--- src/rtl/parking_gate_scheduler_pkg.sv ---
// -----------------------------------------------------------------------------
// parking_pkg
//   Shared types for the parking gate scheduler: the scheduler FSM state
//   encoding, the upper bound on gates per lane, and the gate index type used
//   by the round-robin arbiters and the scheduler's captured-gate register.
//   No ports.
// -----------------------------------------------------------------------------
package parking_pkg;

  localparam int MAX_GATES  = 8;
  localparam int GATE_IDX_W = $clog2(MAX_GATES);

  typedef logic [GATE_IDX_W-1:0] gate_idx_t;

  typedef enum logic [2:0] {
    IDLE,
    CHECK,
    PULSE_E,
    PULSE_X,
    SETTLE,
    ACK,
    REJ
  } sched_state_t;

endpackage

--- src/rtl/parking_gate_scheduler_rr_arbiter.sv ---
// -----------------------------------------------------------------------------
// rr_arbiter
//   Round-robin arbiter for one request lane. The search starts at the stored
//   pointer and wraps; the first requesting gate wins. The pointer moves to
//   winner+1 (mod N) only when the caller captures the winner (advance).
// Ports
//   clk      in   1   rising-edge clock
//   rst_n    in   1   asynchronous active-low reset (pointer -> 0)
//   req      in   N   request vector
//   advance  in   1   winner captured this cycle; move pointer past it
//   grant    out  N   one-hot winner (all zero when no request)
//   idx      out  -   binary index of the winner
// -----------------------------------------------------------------------------
module rr_arbiter
  import parking_pkg::*;
#(
  parameter int N = 4
) (
  input  logic         clk,
  input  logic         rst_n,
  input  logic [N-1:0] req,
  input  logic         advance,
  output logic [N-1:0] grant,
  output gate_idx_t    idx
);

  gate_idx_t r_ptr;

  // NOTE: every signal written here gets a default before the loop, so no
  // path leaves it unassigned and no latch is inferred.
  always_comb begin
    int   j;
    logic found;
    grant = '0;
    idx   = '0;
    found = 1'b0;
    j     = 0;
    for (int i = 0; i < N; i++) begin
      j = int'(r_ptr) + i;
      if (j >= N) j = j - N;
      if (!found && req[j]) begin
        found    = 1'b1;
        grant[j] = 1'b1;
        idx      = gate_idx_t'(j);
      end
    end
  end

  // NOTE: state registers use non-blocking assignments so every flop samples
  // the pre-edge values regardless of block evaluation order.
  always_ff @(posedge clk or negedge rst_n) begin
    if (!rst_n) begin
      r_ptr <= '0;
    end else if (advance) begin
      r_ptr <= (idx == gate_idx_t'(N-1)) ? '0 : idx + gate_idx_t'(1);
    end
  end

endmodule

--- src/rtl/parking_gate_scheduler.sv ---
// -----------------------------------------------------------------------------
// parking_gate_scheduler
//   Serialises entry/exit requests from N_GATES entry gates and N_GATES exit
//   gates onto the single car_entered/car_exited event interface of
//   ParkingSystem. Entries are admitted only when the vacancy flag of the car's
//   class is set, otherwise rejected. Exits take priority over entries, but at
//   most EXIT_BURST exits are served back-to-back while an entry waits.
//
//   Optional feature macro: PARK_REJ_CNT_EN adds saturating 16-bit reject
//   counters per class (rej_cnt_uni, rej_cnt_gen).
//
// Ports
//   clk, rst_n                  clock, asynchronous active-low reset
//   ent_req/ent_uni   in  N     entry request (level) and car class
//   ent_ack/ent_rej   out N     one-cycle entry issued / refused pulse
//   ext_req/ext_uni   in  N     exit request (level) and car class
//   ext_ack           out N     one-cycle exit issued pulse
//   uni_is_vacated_space in 1   university space available
//   is_vacated_space  in  1     general space available
//   car_entered, is_uni_car_entered  out  entry event strobe and class
//   car_exited,  is_uni_car_exited   out  exit event strobe and class
//   busy              out 1     scheduler not idle
//   rej_cnt_uni/gen   out 16    (PARK_REJ_CNT_EN only) rejects per class
// -----------------------------------------------------------------------------
module parking_gate_scheduler
  import parking_pkg::*;
#(
  parameter int N_GATES    = 4,
  parameter int PULSE_CYC  = 2,
  parameter int SETTLE_CYC = 2,
  parameter int EXIT_BURST = 4
) (
  input  logic               clk,
  input  logic               rst_n,
  input  logic [N_GATES-1:0] ent_req,
  input  logic [N_GATES-1:0] ent_uni,
  output logic [N_GATES-1:0] ent_ack,
  output logic [N_GATES-1:0] ent_rej,
  input  logic [N_GATES-1:0] ext_req,
  input  logic [N_GATES-1:0] ext_uni,
  output logic [N_GATES-1:0] ext_ack,
  input  logic               uni_is_vacated_space,
  input  logic               is_vacated_space,
  output logic               car_entered,
  output logic               is_uni_car_entered,
  output logic               car_exited,
  output logic               is_uni_car_exited,
  output logic               busy
`ifdef PARK_REJ_CNT_EN
  ,
  output logic [15:0]        rej_cnt_uni,
  output logic [15:0]        rej_cnt_gen
`endif
);

  localparam int CNT_MAX = (PULSE_CYC > SETTLE_CYC) ? PULSE_CYC : SETTLE_CYC;
  localparam int CNT_W   = $clog2(CNT_MAX + 1);
  localparam int BURST_W = $clog2(EXIT_BURST + 1);

  sched_state_t        r_state;
  gate_idx_t           r_gate;
  logic                r_uni;
  logic                r_is_exit;
  logic [CNT_W-1:0]    r_cnt;
  logic [BURST_W-1:0]  r_burst;

  logic [N_GATES-1:0]  w_ent_grant;
  logic [N_GATES-1:0]  w_ext_grant;
  gate_idx_t           w_ent_idx;
  gate_idx_t           w_ext_idx;
  logic                w_ent_any;
  logic                w_ext_any;
  logic                w_sel_exit;
  logic                w_sel_entry;
  logic                w_ent_uni_sel;
  logic                w_ext_uni_sel;
  logic                w_vacant;
  logic [N_GATES-1:0]  w_gate_oh;

  assign w_ent_any = |ent_req;
  assign w_ext_any = |ext_req;

  // Exits win unless an entry is waiting and the exit burst is used up.
  assign w_sel_exit  = (r_state == IDLE) && w_ext_any &&
                       (!w_ent_any || (r_burst < BURST_W'(EXIT_BURST)));
  assign w_sel_entry = (r_state == IDLE) && !w_sel_exit && w_ent_any;

  assign w_ent_uni_sel = |(ent_uni & w_ent_grant);
  assign w_ext_uni_sel = |(ext_uni & w_ext_grant);

  // Vacancy is looked at only in CHECK, for the class of the captured car.
  assign w_vacant  = r_uni ? uni_is_vacated_space : is_vacated_space;
  assign w_gate_oh = N_GATES'(1) << r_gate;

  assign busy = (r_state != IDLE);

  rr_arbiter #(.N(N_GATES)) u_ent_arb (
    .clk     (clk),
    .rst_n   (rst_n),
    .req     (ent_req),
    .advance (w_sel_entry),
    .grant   (w_ent_grant),
    .idx     (w_ent_idx)
  );

  rr_arbiter #(.N(N_GATES)) u_ext_arb (
    .clk     (clk),
    .rst_n   (rst_n),
    .req     (ext_req),
    .advance (w_sel_exit),
    .grant   (w_ext_grant),
    .idx     (w_ext_idx)
  );

  // Consecutive exits served while an entry waits. Cleared as soon as no entry
  // is pending or an entry is captured, so the cap only throttles exits that
  // are actually delaying an entry.
  always_ff @(posedge clk or negedge rst_n) begin
    if (!rst_n) begin
      r_burst <= '0;
    end else if (!w_ent_any || w_sel_entry) begin
      r_burst <= '0;
    end else if (w_sel_exit) begin
      r_burst <= r_burst + 1'b1;
    end
  end

  always_ff @(posedge clk or negedge rst_n) begin
    if (!rst_n) begin
      r_state            <= IDLE;
      r_gate             <= '0;
      r_uni              <= 1'b0;
      r_is_exit          <= 1'b0;
      r_cnt              <= '0;
      car_entered        <= 1'b0;
      is_uni_car_entered <= 1'b0;
      car_exited         <= 1'b0;
      is_uni_car_exited  <= 1'b0;
      ent_ack            <= '0;
      ent_rej            <= '0;
      ext_ack            <= '0;
`ifdef PARK_REJ_CNT_EN
      rej_cnt_uni        <= '0;
      rej_cnt_gen        <= '0;
`endif
    end else begin
      // Ack/reject outputs are single-cycle; they are set only on the
      // transition into ACK/REJ.
      ent_ack <= '0;
      ent_rej <= '0;
      ext_ack <= '0;
      case (r_state)
        IDLE: begin
          if (w_sel_exit) begin
            r_gate            <= w_ext_idx;
            r_uni             <= w_ext_uni_sel;
            r_is_exit         <= 1'b1;
            r_cnt             <= '0;
            car_exited        <= 1'b1;
            is_uni_car_exited <= w_ext_uni_sel;
            r_state           <= PULSE_X;
          end else if (w_sel_entry) begin
            r_gate    <= w_ent_idx;
            r_uni     <= w_ent_uni_sel;
            r_is_exit <= 1'b0;
            r_state   <= CHECK;
          end
        end
        CHECK: begin
          if (w_vacant) begin
            r_cnt              <= '0;
            car_entered        <= 1'b1;
            is_uni_car_entered <= r_uni;
            r_state            <= PULSE_E;
          end else begin
            ent_rej <= w_gate_oh;
            r_state <= REJ;
`ifdef PARK_REJ_CNT_EN
            if (r_uni) begin
              if (rej_cnt_uni != 16'hFFFF) rej_cnt_uni <= rej_cnt_uni + 16'd1;
            end else begin
              if (rej_cnt_gen != 16'hFFFF) rej_cnt_gen <= rej_cnt_gen + 16'd1;
            end
`endif
          end
        end
        PULSE_E, PULSE_X: begin
          if (r_cnt == CNT_W'(PULSE_CYC - 1)) begin
            car_entered <= 1'b0;
            car_exited  <= 1'b0;
            r_cnt       <= '0;
            r_state     <= SETTLE;
          end else begin
            r_cnt <= r_cnt + 1'b1;
          end
        end
        SETTLE: begin
          if (r_cnt == CNT_W'(SETTLE_CYC - 1)) begin
            // Class flags stay valid through SETTLE and drop with the ack.
            is_uni_car_entered <= 1'b0;
            is_uni_car_exited  <= 1'b0;
            if (r_is_exit) ext_ack <= w_gate_oh;
            else           ent_ack <= w_gate_oh;
            r_state <= ACK;
          end else begin
            r_cnt <= r_cnt + 1'b1;
          end
        end
        ACK, REJ: r_state <= IDLE;
        default:  r_state <= IDLE;
      endcase
    end
  end

endmodule
--- config.mk ---
export PLATFORM = sky130hd
export DESIGN_NAME = parking_gate_scheduler
export DESIGN_NICKNAME = d
export VERILOG_FILES = /design/src/rtl/parking_gate_scheduler_pkg.sv /design/src/rtl/parking_gate_scheduler_rr_arbiter.sv /design/src/rtl/parking_gate_scheduler.sv
export SDC_FILE = /design/constraint.sdc
export NUM_CORES = 1
export LEC_CHECK = 0
export CORE_ASPECT_RATIO = 0.7
export CORE_MARGIN = 2
export CORE_UTILIZATION = 54
export DETAILED_ROUTE_END_ITERATION = 8
export PLACE_DENSITY = 0.77
export SYNTH_ARGS = -nofsm -noshare
export SYNTH_HDL_FRONTEND = slang
export SYNTH_HIERARCHICAL = 1
export SYNTH_SLANG_ARGS = --single-unit
--- constraint.sdc ---
create_clock -name clk -period 4.5 [get_ports clk]
set_input_delay 0.45 -clock clk [delete_from_list [all_inputs] [get_ports clk]]
set_output_delay 0.45 -clock clk [all_outputs]
set_load 0.005 [all_outputs]
# Word-level counts from Yosys, hierarchy flattened
# Cells that the tools add are included.
# Widths: inputs -> output; s select.
# op_classes
n_addsub,18
magnitude_cmp,25
n_eq_ne,13
shifts,1
n_mux,109
n_bitwise,8
reduce_logical,49
# op_table
op,count
$ge 32x1->1 const B,8
$lt 32x4->1 const B,8
$mux 32,8
$ge 32x4->1 const B,6
$sub 32x4->32 const B,6
$mux 4,16
$mux 3,19
$mux 1,40
$or 4x4->4,6
$logic_and 1x1->1,18
$add 3x2->4 const B,4
$bmux 1 s2,8
$demux 1 s2,8
$reduce_or 4->1,4
$reduce_and 3->1,5
$eq 3x2->1 const B,4
$pmux 3 s4,1
$reduce_bool 2->1,6
$ne 2x2->1 const B,5
$add 3x1->3 const B,3
$add 3x1->4 const B,2
$and 4x4->4,2
$logic_not 1->1,8
$mux 2,4
18 further kinds,24
# totals
reg_bits,35
input_bits,20
output_inout_bits,17
word_cells,238

# Logic depth before layout (Yosys ltp)
# Gate-level depths: netlist of run 1.
# logic_depth
ltp_word,19
ltp_mapped,13
depth_no_buf,11

# Modules after synthesis
# The synthesis of run 1 kept the hierarchy.
# modules_own_cells
module,n_inst,cells_per_inst,area_per_inst_um2,seq_area_each_um2
parking_gate_scheduler,1,126,1385.1,725.7
rr_arbiter at u_ent_arb,1,83,714.4,75.1
rr_arbiter at u_ext_arb,1,74,641.9,75.1

# Worst setup path after synthesis of run 1
# No wires, ideal clock.
# synth_timing
path_type,register to register
startpoint,reg u_ent_arb.r_ptr[0]
endpoint,reg r_uni
setup_time_ns,0.125
arrival_ns,2.939
t_required_ns,4.375
path_slack_ns,1.436
stages_incl_launch_ff,13
path_buffers,2
synth_period_minus_slack_ns,3.064
path_cell_list,dfrtp_1 -> buf_6 -> buf_2 -> inv_1 -> ha_1 -> mux4_2 -> nand2_1 -> o21ai_0 -> a211o_1 -> a22o_1 -> a221oi_1 -> mux2i_1 -> mux2_2
# synth_between
elab_chain_cells,19
elab_cells_between_ends,67
classes_between,add/sub (7); order compare (12); mux (33); bitwise (4); reduce/logical (11)
# synth_lines
element,line,rtl
"start, declared",parking_gate_scheduler_rr_arbiter.sv:27,gate_idx_t r_ptr;
"start signal, assigned",parking_gate_scheduler_rr_arbiter.sv:55,r_ptr <= (idx == gate_idx_t'(N-1)) ? '0 : idx + gate_idx_t'(1);
branches (longest 14 deep; another with $sub 32x4->32),-,
$mux 4 *,parking_gate_scheduler_rr_arbiter.sv:41,if (!found && req[j]) begin
net w_ent_grant[1],parking_gate_scheduler.sv:67,logic [N_GATES-1:0] w_ent_grant;
$and 4x4->4 *,parking_gate_scheduler.sv:88,assign w_ent_uni_sel = |(ent_uni & w_ent_grant);
$reduce_or 4->1 *,parking_gate_scheduler.sv:88,
$mux 1 *,parking_gate_scheduler.sv:162,end else if (w_sel_entry) begin
$mux 1 *,parking_gate_scheduler.sv:154,if (w_sel_exit) begin
"end signal, assigned",parking_gate_scheduler.sv:156,r_uni <= w_ext_uni_sel;
"end signal, assigned",parking_gate_scheduler.sv:164,r_uni <= w_ent_uni_sel;
"end, declared",parking_gate_scheduler.sv:62,logic r_uni;
# Mark *: on every way through the listed nets, which the timed path passes. The select of a mux whose other input is x is not followed.
# A chain may end at the register's enable or synchronous reset.

# Worst setup path after layout of run 1
# layout_timing
startpoint,reg u_ent_arb.r_ptr[1]
endpoint,reg r_uni
# Same word-level chain as after synthesis.

==> implementation parameters, run 1 <==
Parameter                              Value

Cells and area
  Most frequent cells in the layout ... clkdlybuf4s50_1, dfrtp_1, nor2_1
  Share of the core filled with cells ... 66.7%
  Final instance area ... 0.00323 mm2
  Total inserted antenna cells ... 0
  Net count, final ... 357
  Area growth syn-to-layout ... 17.7%
  Total area of multi-input combinational cells ... 0.00171 mm2
  Layout cells sized above 1 ... 11.7%
  Most frequent standard cell in the layout excluding fill and tap cells ... clkdlybuf4s50_1
  Fill cells ... 406
  Register cell area after layout ... 876 um2
  Count of non-filler cells in the finished layout ... 386

Logic synthesis
  Largest cells by area after synthesis ... dfrtp_1, ha_1, mux4_2
  Post-synth EDFFs ... 0
  Net count of the mapped netlist ... 324
  Top-area cell type share of the netlist area ... 31.9%
  Flops & latches, synth ... 35
  Synth warnings ... 6
  Synth Area per Inst ... 9.69 um2
  Count of mapped cells out of synthesis ... 283
  Synth area leader ... dfrtp_1
  Sequential element share of the synthesized area ... 31.9%
  Post-synth design cell area ... 0.00274 mm2
  Count of cell types in the netlist ... 56
  Post-synth top flop ... dfrtp_1
  Share of flip-flops with an asynchronous set or reset after synthesis ... 100%

Setup path
  Number of cells traversed by the worst register-to-register path ... 9
  Crit Path Category ... reg -> reg
  Element type at the critical path start ... flop
  Stage delay of the slowest cell on the critical path ... 650 ps
  Stages on worst setup path ... 9
  Nature of the critical path endpoint ... flop
  Reg-to-Reg Start ... u_ent_arb/r_ptr[1]
  Crit path DAT ... 3570 ps
  Worst path top cell family by delay ... multiplexers
  CP max FO ... 11
  Critical path launch point ... u_ent_arb/r_ptr[1]
  End point of the critical path ... r_uni
  Worst-case register-to-register setup slack ... 1090 ps
  Cells along the critical path ... inv_1 > ha_1 > mux4_2 > a221oi_1 > o2bb2ai_1 > a22o_1 > a221oi_1 > mux2i_1 > mux2_2
  Count of buffer and inverter cells on the critical path ... 1
  Cell type with the highest occurrence count on the critical path ... a221oi_1
  Crit Reg-Reg Endpoint ... r_uni
  Cell with the largest stage delay on the worst path ... mux4_2
  Required time at the endpoint of the critical path ... 4670 ps

Clocking
  Inserted Clock Buffers ... 5
  CTS Buffer Depth ... 2
  Number of cells upsized or downsized after cts ... 0
  Clock edge transition at the registers on the reported setup and hold paths ... 70 ps
  Total number of H-tree levels ... 2
  Clk sinks ... 35
  Post-CTS setup buffers ... 0
  CTS tree ... built
  Clock latency on the worst-skew pair ... 280 ps
  CTS hold repair buffers ... 0
  Clock Tree Root ... clkbuf_8

STA
  Final-layout setup total negative slack ... 0 ps
  Period minus WS final ... 3410 ps
  Setup Viol. Count Final ... 0
  Setup repair after global routing missed its margin ... no
  Tcrit/Tclk final ... 75.7%
  Worst max-slew margin expressed relative to the limit ... 54.1%
  Final Max Tran Viols ... 0
  Final worst setup slack ... 1090 ps
  Worst-margin pin slew ... 683 ps
  Final Hold Fails ... 0
  Maximum achievable frequency ... 294 MHz
  Largest clock skew in the final design ... 3.13 ps

Placement
  Inst Count DP ... 378
  Global placement routability congestion ... 0.934
  Worst slack at placement ... 1120 ps
  Count of input and output buffers ... 36
  Cell Area, Placed ... 0.00311 mm2
  Final HPWL DP ... 4460 um

Global routing
  GR met2 Demand/Resource ... 31.9%
  Number of antenna violations at the first check in global routing ... 0
  Overflow left after global routing ... 0
  GR met3 Demand/Resource ... 4.59%
  Met1 Use GR ... 33.8%
  Global-route usage over all layers ... 21.9%
  GRT busiest layer ... met1
  First-pass GRT wire length ... 9800 um
  Pin count of the biggest net entering global routing ... 36
  Via count of the first global-routing pass ... 2064

Die
  Die footprint ... 0.00567 mm2
  Num ports ... 37
  Core outline area ... 0.00483 mm2
  Row Count ... 21
  Initial standard-cell utilization of the core ... 56.7%
  Die width ... 89.2 um
  Y dimension of the die ... 63.6 um

Power
  Worst supply voltage drop on vdd ... 0.338 mV
  Sequential group share of total power ... 24.9%
  Relative contribution of combinational cells to total power ... 61.7%
  Pwr/cell area ... 666 mW/mm2
  Reported leakage power ... 1.37 nW
  Part of the total power dissipated in the clock network ... 13.4%
  Net Sw Frac ... 43.6%
  Sw power ... 937 uW
  Internal power ... 1.21 mW

Detailed routing
  Number of optimization iterations in the first detailed-route pass ... 5
  Final routed wirelength across all metal layers ... 5950 um
  Remaining routing DRC violations ... 0
  Total vias in the final route ... 2272
  Count of routing violations after the opening detailed-route iteration ... 242
  Antenna-violating nets left ... 0
  Via-per-instance ratio ... 5.89
  Per-cell routed wire length ... 15.4 um

Flow run
  Reported max-cap violation count ... 0

Min path
  Class of the tightest hold or removal check ... reg -> reg

Run status
  Outcome ... completed
==> through the flow <==
step,total power [mW],hold slack [ps]
final,2.15,485
after global routing,2.34,525
after CTS,2.15,493
after detailed placement,1.85,472
after global placement,1.81,470
after floorplan,1.57,154
==> synthesized netlist by cell type, drive strengths merged (3+ instances only) <==
library cell	instances
dfrtp	35
a22o	4
inv	12
mux2	8
clkbuf	3
nor3	5
mux4	8
a21oi	15
nor2	32
mux2i	13
a221o	4
buf	11
nand2b	9
o21ai	27
ha	21
o21a	3
or3	4
and3	3
a221oi	4
nand2	23
nor2b	5
==> power by group through the flow <==
stage | sequential, mW | combinational [mW] | clock (mW)
6_report | 0.535 | 1.33 | 0.289
5_1_grt | 0.551 | 1.48 | 0.309
4_1_cts | 0.532 | 1.32 | 0.295
3_5_place_dp | 0.538 | 1.31 | 0
3_3_place_gp | 0.536 | 1.28 | 0
2_1_floorplan | 0.491 | 1.08 | 0
==> state kept, by name, indices dropped and copies added, names as in the netlist, 2 cells and up <==
name	flops
ent_ack	4
ent_rej	4
ext_ack	4
r_burst	3
r_gate	3
r_state	3
u_ent_arb/r_ptr	3
u_ext_arb/r_ptr	3
r_cnt	2
==> layer usage <==
metal	wire length (um)	up-vias
met2	2480	91
met1	2950	1077
met3	499	2
met5	0	-
li1	-	1102
met4	10	0
==> area by class of cell <==
class	instances	area share, %
clock buffer	6	2.56
multi-input combinational	222	53.0
clock inverter	2	1.09
tap	69	2.68
sequential	35	27.2
inverter	12	1.40
timing repair buffer	40	12.1
==> worst min-delay path by stage <==
stage | startpoint | end | slack, ps | depth (start not counted)
3_3_place_gp | car_exited | car_exited | 470 | 1
4_1_cts | car_exited | car_exited | 490 | 1
6_report | car_exited | car_exited | 480 | 1
5_1_grt | car_exited | car_exited | 530 | 1
3_5_place_dp | car_exited | car_exited | 470 | 1
2_1_floorplan | rst_n | car_entered | 150 | 0
==> worst register-to-register path: cells and delay by family (launching register included) <==
| family | cells | cell delay [ps] |
|---|---|---|
| buffers and inverters | 1 | 230 |
| multiplexers | 3 | 1060 |
| flip-flops | 1 | 600 |
| AO/OA/AOI/OAI | 4 | 940 |
| adder cells (fa/ha/maj) | 1 | 460 |
==> cells by family after synthesis <==
group,synth area share (%)
AOI/OAI and AO/OA,19.4
adders and majority gates,9.58
buffers and inverters,5.66
DFF,31.9
muxes,15.2
and+or+nand+nor,18.3
(Power assumes the default switching activity.)
==> run 2, diff against run 1 <==
==> constraint.sdc (replaced) <==
create_clock -name clk -period 3.55 [get_ports clk]
set_input_delay 0.355 -clock clk [delete_from_list [all_inputs] [get_ports clk]]
set_output_delay 0.355 -clock clk [all_outputs]
set_load 0.005 [all_outputs]
==> run 2 against run 1 <==
Net effect:
- clock power rose by 28%
- critical path depth grew 1
- die area is the same
- power up 28%
- final cell count up 0.78%
- critical path type unchanged
- non-clock buffer count grew 3
- global-route usage up 1.8 points
- highest routed layer unchanged
- final area grew 0.70%
- sequential power up 23%
==> implementation parameters, run 2 (synthesis gave the netlist of run 1 again) <==
Parameter                              Value

Cells and area
  Most frequent cells in the layout ... clkdlybuf4s50_1, dfrtp_1, nor2_1
  Net count, final ... 360
  Area growth syn-to-layout ... 18.5%
  Most frequent standard cell in the layout excluding fill and tap cells ... clkdlybuf4s50_1
  Largest registers ... ent_ack (4), ent_rej (4), ext_ack (4)
  Fill cells ... 388
  Total area of multi-input combinational cells ... 0.00171 mm2
  Register cell area after layout ... 876 um2
  Final instance area ... 0.00325 mm2
  Layout cells sized above 1 ... 12.5%
  Total inserted antenna cells ... 0

Detailed routing
  Met1 layer wirelength in the final routing ... 3030 um
  Number of optimization iterations in the first detailed-route pass ... 5
  Final routed wirelength across all metal layers ... 6080 um
  Via-per-instance ratio ... 5.90
  Count of routing violations after the opening detailed-route iteration ... 160
  Antenna-violating nets left ... 0
  Per-cell routed wire length ... 15.6 um
  Remaining routing DRC violations ... 0
  Met3 routed wirelength ... 371 um
  Total vias in the final route ... 2294
  DR top layer ... met4
  Length of routed met2 wiring ... 2650 um

Setup path
  Crit path DAT ... 3380 ps
  CP max FO ... 9
  Required time at the endpoint of the critical path ... 3720 ps
  Crit Reg-Reg Endpoint ... r_uni
  End point of the critical path ... r_uni
  Element type at the critical path start ... flop
  Number of cells traversed by the worst register-to-register path ... 10
  Worst-case register-to-register setup slack ... 340 ps
  Reg-to-Reg Start ... u_ext_arb/r_ptr[0]
  Crit Path Category ... reg -> reg
  Critical path launch point ... u_ext_arb/r_ptr[0]
  Nature of the critical path endpoint ... flop

STA
  Largest clock skew in the final design ... 3.99 ps
  Period minus WS final ... 3210 ps
  Maximum achievable frequency ... 311 MHz
  Tcrit/Tclk final ... 90.5%
  Final-layout setup total negative slack ... 0 ps
  Final Max Tran Viols ... 0
  Setup Viol. Count Final ... 0
  Worst hold slack across all endpoints ... 494 ps
  Final Hold Fails ... 0
  Worst max-slew margin expressed relative to the limit ... 55.3%
  Worst-margin pin slew ... 665 ps
  Setup repair after global routing missed its margin ... no

Global routing
  Pin count of the biggest net entering global routing ... 36
  Number of antenna violations at the first check in global routing ... 0
  First-pass GRT wire length ... 10600 um
  Global-route usage over all layers ... 23.7%
  Overflow left after global routing ... 0
  Via count of the first global-routing pass ... 2174

Clocking
  CTS Buffer Depth ... 2
  CTS tree ... built
  Inserted Clock Buffers ... 5
  Clock Tree Root ... clkbuf_8
  Number of cells upsized or downsized after cts ... 0
  CTS hold repair buffers ... 0
  Total number of H-tree levels ... 2
  Clock edge transition at the registers on the reported setup and hold paths ... 70 ps
  Post-CTS setup buffers ... 0
  Clock latency on the worst-skew pair ... 290 ps
  Clk sinks ... 35

Placement
  Final HPWL DP ... 4520 um
  Count of input and output buffers ... 36
  Global placement routability congestion ... 0.972
  Cell Area, Placed ... 0.00313 mm2

Die
  Initial standard-cell utilization of the core ... 56.7%
  Die width ... 89.2 um
  Num ports ... 37
  Y dimension of the die ... 63.6 um
  Die footprint ... 0.00567 mm2
  Row Count ... 21
  Core outline area ... 0.00483 mm2

Power
  Worst supply voltage drop on vdd ... 0.423 mV
  Pwr/cell area ... 850 mW/mm2
  Reported leakage power ... 1.39 nW

Min path
  Class of the tightest hold or removal check ... in -> async

Run status
  Outcome ... completed

Flow run
  Reported max-cap violation count ... 0
-- run 2: cell count changes in the layout (fill, tap and decap cells not counted), sizes merged --
cell | previous run | this run
buf | 4 | 7
-- run 2: worst max-delay path, stage by stage (launching register included) --
cell,delay [ps]
dfrtp_1,550
inv_1,170
ha_1,380
mux4_2,360
nor2_1,100
and3_1,230
a221o_1,350
a22o_1,200
a221oi_1,330
mux2i_1,130
mux2_2,280
-- run 2: stage by stage --
stage / utilization, % / worst slack [ps] / std cells / power, mW
floorplan: - / 486 / 283 / 1.99
detailed placement: 64.8 / 277 / 381 / 2.37
finish: 67.2 / 336 / 389 / 2.76
global placement: 64.8 / 336 / 381 / 2.32
global route: 67.2 / 103 / 389 / 3.01
CTS: 67.2 / 311 / 389 / 2.75
-- run 2: cell type report --
| type | count | share of cell area (%) |
|---|---|---|
| clock buffers | 6 | 2.54 |
| clock inverters | 2 | 1.08 |
| inverters | 12 | 1.39 |
| multi-input cells | 222 | 52.7 |
| flip-flops and latches | 35 | 27.0 |
| well taps | 69 | 2.66 |
| repair buffers | 43 | 12.7 |
-- run 2: power by group --
part           internal, mW  leakage [nW]  switching, mW
combinational         0.806         0.878          0.924
clock                 0.227        0.0612          0.142
sequential            0.523         0.448          0.136
-- run 2: layer usage --
metal / vias to the layer above / track usage [%]
li1: 1116 / -
met1: 1092 / 37.8
met2: 81 / 33.6
met3: 5 / 4.33
met4: 0 / 3.92
met5: - / 0
-- run 2: how the worst min path moves through the flow --
stage | start | endpoint | slack [ps] | cells after the start
after floorplan | rst_n | car_entered | 60 | 0
after CTS | car_exited | car_exited | 500 | 1
after global placement | car_exited | car_exited | 470 | 1
after global routing | car_exited | car_exited | 530 | 1
final | rst_n | ext_ack[3] | 490 | 2
after detailed placement | car_exited | car_exited | 470 | 1
==> run 3, diff against run 2 <==
--- a/config.mk
+++ b/config.mk
@@ -10,7 +10,7 @@
 export CORE_UTILIZATION = 54
 export DETAILED_ROUTE_END_ITERATION = 8
 export PLACE_DENSITY = 0.77
+export SLEW_MARGIN = 0
 export SYNTH_ARGS = -nofsm -noshare
 export SYNTH_HDL_FRONTEND = slang
-export SYNTH_HIERARCHICAL = 1
 export SYNTH_SLANG_ARGS = --single-unit
==> run 3 against run 2 <==
Net effect:
- via count grew 3.0%
- sequential power rose by 2%
- largest cell class unchanged
- clock skew increased by 3.8 ps
- fmax increased by 1.1%
- clock-buffer cell count grew 1
- clock power down 26%
- highest routed layer unchanged
- critical path type unchanged
- synthesized cell count rose by 8.8%
- final cell count grew 4.6%
- flip-flop and latch count stayed put
- utilization fell by 0.59 points
- first-iteration DRC count is 20% lower
==> implementation parameters, run 3 <==
Parameter                              Value

Logic synthesis
  Top-area cell type share of the netlist area ... 31.6%
  Post-synth top flop ... dfrtp_1
  Count of cell types in the netlist ... 62
  Flops & latches, synth ... 35
  Post-synth design cell area ... 0.00278 mm2
  Library cell with the highest instance count after synthesis ... nor2_1
  Xor and xnor fraction of the mapped netlist area ... 0.947%
  Largest cells by area after synthesis ... dfrtp_1, ha_1, nor2_1
  Count of mapped cells out of synthesis ... 308
  Post-Synth Adder-Cell Area ... 11.3%
  Share of synthesized cell area in and, or, nand and nor gates ... 20.1%
  Share of flip-flops with an asynchronous set or reset after synthesis ... 100%
  Synth Area per Inst ... 9.01 um2
  Net count of the mapped netlist ... 353
  Synth warnings ... 0
  Synth area leader ... dfrtp_1
  Dominant combinational cell family by area after synthesis ... compound AO/OA/AOI/OAI gates
  Post-synth EDFFs ... 0
  Synthesized-area fraction occupied by ao, oa, aoi and oai cells ... 21.4%
  Sequential element share of the synthesized area ... 31.6%
  Top cell types by occurrence after synthesis ... nor2_1, dfrtp_1, ha_1, nand2_1, o21ai_0
  Mux contribution to synthesized area ... 9.51%

Setup path
  Element type at the critical path start ... flop
  Reg-to-Reg Start ... u_ent_arb.r_ptr[1]
  Required time at the endpoint of the critical path ... 3720 ps
  Critical path launch point ... u_ent_arb.r_ptr[1]
  Crit path DAT ... 3350 ps
  Nature of the critical path endpoint ... flop
  Crit Path Category ... reg -> reg
  CP max FO ... 13

Cells and area
  Largest registers ... ent_ack (4), ent_rej (4), ext_ack (4)
  Total inserted antenna cells ... 0
  Area growth syn-to-layout ... 16.6%
  Share of the core filled with cells ... 66.6%
  Most frequent standard cell in the layout excluding fill and tap cells ... nor2_1
  Most frequent cells in the layout ... nor2_1, clkdlybuf4s50_1, dfrtp_1
  Layout cells sized above 1 ... 9.17%
  Net count, final ... 382
  Final instance area ... 0.00324 mm2

Flow run
  Reported max-cap violation count ... 0

Placement
  Cell Area, Placed ... 0.00316 mm2
  Global placement routability congestion ... 0.936
  Final HPWL DP ... 4510 um
  Count of input and output buffers ... 36

Power
  Worst supply voltage drop on vdd ... 0.491 mV
  Net Sw Frac ... 45.9%
  Pwr/cell area ... 798 mW/mm2
  Sequential group share of total power ... 26.0%
  Reported leakage power ... 1.38 nW
  Part of the total power dissipated in the clock network ... 10.5%
  Sw power ... 1.19 mW
  Relative contribution of combinational cells to total power ... 63.5%
  Internal power ... 1.40 mW

Die
  Row Count ... 21
  Die width ... 89.7 um
  Initial standard-cell utilization of the core ... 57.1%
  Y dimension of the die ... 64.0 um
  Die footprint ... 0.00574 mm2
  Num ports ... 37
  Core outline area ... 0.00486 mm2

STA
  Final-layout setup total negative slack ... 0 ps
  Setup repair after global routing missed its margin ... no
  Tcrit/Tclk final ... 89.6%
  Final Max Tran Viols ... 0
  Maximum achievable frequency ... 314 MHz
  Worst max-slew margin expressed relative to the limit ... 57.2%
  Worst-margin pin slew ... 636 ps
  Worst hold slack across all endpoints ... 477 ps
  Period minus WS final ... 3180 ps
  Final Hold Fails ... 0
  Largest clock skew in the final design ... 7.80 ps
  Setup Viol. Count Final ... 0

Detailed routing
  Remaining routing DRC violations ... 0
  Per-cell routed wire length ... 15.0 um
  Antenna-violating nets left ... 0
  Via-per-instance ratio ... 5.80
  Count of routing violations after the opening detailed-route iteration ... 128
  Number of optimization iterations in the first detailed-route pass ... 4
  Final routed wirelength across all metal layers ... 6090 um
  Total vias in the final route ... 2362

Global routing
  Overflow left after global routing ... 0
  Global-route usage over all layers ... 23.3%
  Pin count of the biggest net entering global routing ... 36
  First-pass GRT wire length ... 10400 um
  Via count of the first global-routing pass ... 2222
  Number of antenna violations at the first check in global routing ... 0

Clocking
  Clock edge transition at the registers on the reported setup and hold paths ... 70 ps
  Clk sinks ... 35
  CTS tree ... built
  Clock latency on the worst-skew pair ... 290 ps
  Clock Tree Root ... clkbuf_8
  Inserted Clock Buffers ... 5
  Post-CTS setup buffers ... 0
  CTS Buffer Depth ... 2
  Number of cells upsized or downsized after cts ... 0
  Total number of H-tree levels ... 2
  CTS hold repair buffers ... 0

Run status
  Outcome ... completed

Min path
  Class of the tightest hold or removal check ... in -> async
run 3: changes by cell type after synthesis, moves of 5 or more:
| cell | previous run | this run |
|---|---|---|
| a22oi_1 | 2 | 7 |
| nor2b_1 | 4 | 9 |
| clkbuf_1 | 3 | 10 |
| o21ai_0 | 27 | 20 |
| nor2_1 | 32 | 37 |
| mux2i_1 | 13 | 5 |
run 3: cells by family (layout without fill, tap and decap cells):
family | Yosys count | count (layout)
fa+ha+maj | 25 | 25
simple gates | 111 | 111
flops | 35 | 35
mux | 18 | 18
xor+xnor | 3 | 3
compound gates | 85 | 85
buf+inv | 31 | 61
run 3: routing by layer:
metal,vias up,track usage [%],share of wire (%)
met5,-,0,0
met4,0,4.66,0.84
met3,7,5.17,4.5
met2,57,33.1,42
met1,1120,36.2,53
li1,1178,-,-
run 3: power groups by stage:
stage | registers [mW] | logic (mW) | clock network (mW)
finish | 0.670 | 1.64 | 0.272
global route | 0.694 | 1.84 | 0.296
CTS | 0.666 | 1.63 | 0.280
detailed placement | 0.673 | 1.62 | 0
global placement | 0.670 | 1.59 | 0
floorplan | 0.631 | 1.30 | 0
run 3: final timing paths:
path                                      end  slack [ps]  cells after the start
setup / recovery           u_ent_arb.r_ptr[1]         370                      8
min in group clk           is_uni_car_entered         500                      2
max in group asynchronous          ent_rej[3]        2760                      2
setup reg to reg           u_ent_arb.r_ptr[1]         370                      8
hold reg to reg            is_uni_car_entered         500                      2
hold / removal                     ent_rej[0]         480                      2
run 3: per-stage QoR:
stage / std cells / total power [mW] / setup WS (ps)
4_1_cts: 407 / 2.58 / 407
3_3_place_gp: 399 / 2.26 / 569
6_report: 407 / 2.58 / 370
3_5_place_dp: 399 / 2.30 / 419
5_1_grt: 407 / 2.83 / 178
2_1_floorplan: 308 / 1.93 / 628
run 3: worst max-delay path: stages (launching register included):
cell and delay [ps]:
dfrtp_1 620, inv_1 270, ha_1 500, mux4_2 410, nor2b_1 340, a2111oi_0 130, a21oi_1 260, ha_1 280
mux2_2 260
run 3: cell type report:
| cell class | instances | area [um2] |
|---|---|---|
| Inverter | 13 | 48.8 |
| Timing Repair Buffer | 40 | 390 |
| Multi-Input combinational cell | 242 | 1750 |
| Clock inverter | 1 | 5.00 |
| Clock buffer | 7 | 76.3 |
| Fill cell | 392 | 1620 |
| Tap cell | 69 | 86.3 |
| Sequential cell | 35 | 876 |
==> variant, RTL diff (flow settings as in run 3) <==
The parameter `N_GATES` goes from 4 to 8.
--- a/src/rtl/parking_gate_scheduler.sv
+++ b/src/rtl/parking_gate_scheduler.sv
@@ -25,7 +25,7 @@
 module parking_gate_scheduler
   import parking_pkg::*;
 #(
-  parameter int N_GATES    = 4,
+  parameter int N_GATES    = 8,
   parameter int PULSE_CYC  = 2,
   parameter int SETTLE_CYC = 2,
   parameter int EXIT_BURST = 4
Interface: changed (7 resized); port bits go from 37 to 65. No check against the original RTL was run, so the function may have changed too.
==> variant against run 3 <==
The flow now finishes with violations (negative setup slack); die area grew 78%; setup slack lost 0.46 ns; sequential cell count grew 12; combinational power grew to 4.1 times the old value; power grew to 3.1 times the old value; sequential power grew 29%; largest power group unchanged; design area grew 120%; synthesized area grew 83%; routed wire length grew to 3.1 times the old value; clock skew shrank 0.0030 ns.
==> variant: results (changes against run 3) <==
[run_status]
status=complete, but fails checks  ; was finished, final reports clean
violations=negative setup slack

[timing]
fin_hold_ws_ns=0.243  ; was 0.477 ns
slew_headroom_pct=32.3  ; was 57.2%
fin_ws_ns=-0.0915  ; was 0.370 ns
final.setup.tns_ns=-0.0915  ; was 0 ns
setup_violations=1  ; was 0

[global_route]
grt_pass1_wl_mm=29.3  ; was 10.4 mm
grt_start_max_net_pins=48  ; was 36
grt_pass1_vias=5440  ; was 2222

[placement]
gp_congestion=1.01  ; was 0.936
dp_cells=854  ; was 399
placed_area_sq_um=6640  ; was 3160 sq um
port_buffers=64  ; was 36
preCtsSetupSlack_ns=-0.305  ; was 0.419 ns

[power]
ir_drop_uv=622  ; was 491 uV
p_leak_nw=2.90  ; was 1.38 nW

[detailed_routing]
drt_iter0_drc=795  ; was 128
firstDrtPassIters=7  ; was 4
wl_mm=18.8  ; was 6.09 mm

[critical_path]
worst_ep_arrival_time_ns=3.86  ; was 3.35 ns
reg2regPathDepth=10  ; was 8
worstPathMaxFanout=7  ; was 13

[finish]
final.fill_count=627  ; was 392
seq_area_sq_um=1180  ; was 876 sq um

[synthesis]
syn_nets=657  ; was 353
ys_types=66  ; was 62
synthTopCellsByArea=dfrtp_1 (23%), mux4_2 (12%), ha_1 (5.7%), nor2_1 (5.0%), mux2_2 (4.2%)  ; was dfrtp_1 (32%), ha_1 (11%), nor2_1 (5.0%), mux4_2 (4.9%), o21ai_0 (3.6%)

[variant: cell types whose count changed after synthesis, moves of 16 or more]
cell,run 3,this run
nand2_1,25,56
nand3_1,5,32
a21oi_1,12,31
nor2_1,37,67
mux4_2,6,28
clkbuf_1,10,26
[variant: worst max-delay path: stages (launching register included)]
cell	delay [ns]
dfrtp_4	0.57
buf_8	0.18
mux2_4	0.31
mux4_2	0.48
or4b_4	0.58
or3_4	0.35
or4_4	0.41
and3_4	0.19
a32o_1	0.25
a31o_1	0.18
nand3_1	0.08
[variant: final cells by class]
| type | instances | share of cell area [%] |
|---|---|---|
| inverters | 18 | 1.21 |
| repair buffers | 177 | 21.6 |
| flip-flops and latches | 47 | 16.8 |
| clock buffers | 5 | 1.78 |
| well taps | 124 | 2.21 |
| clock inverters | 2 | 0.196 |
| multi-input cells | 497 | 56.2 |
[variant: layer usage]
layer	GRT usage, %	share of wire (%)	vias up
met2	53.2	43	413
met5	0	0	-
met4	6.74	1.0	0
li1	-	-	2607
met1	54.8	43	2809
met3	10.1	13	24
[variant: worst max-delay path by stage]
stage / endpoint / cells after the start / slack, ns / from
2_1_floorplan: r_uni / 15 / -0.07 / flop
3_3_place_gp: r_uni / 10 / -0.21 / ent_req[2]
3_5_place_dp: r_uni / 10 / -0.31 / ent_req[2]
4_1_cts: r_uni / 10 / -0.07 / flop
5_1_grt: r_uni / 10 / -0.12 / flop
6_report: r_uni / 10 / -0.09 / flop
[variant: repair_timing]
action,CTS,global route
resized for setup,8,36
hold buffers,0,0
setup endpoints to repair,4,9
endpoints found under the hold margin,0,0
buffers inserted,1,8
pin swaps,1,7
[variant: where the power goes]
group | internal (mW) | total (mW) | switching, mW
Clock | 0.256 | 0.439 | 0.182
Sequential | 0.678 | 0.863 | 0.185
Combinational | 3.02 | 6.75 | 3.73
[variant: cell families after synthesis]
| kind of cell | Yosys count | share of synthesized area (%) |
|---|---|---|
| simple gates | 241 | 23.1 |
| fa+ha+maj | 23 | 5.67 |
| flops | 47 | 23.2 |
| mux | 65 | 20.2 |
| compound gates | 158 | 21.7 |
| xor+xnor | 10 | 1.73 |
| buf+inv | 54 | 4.39 |
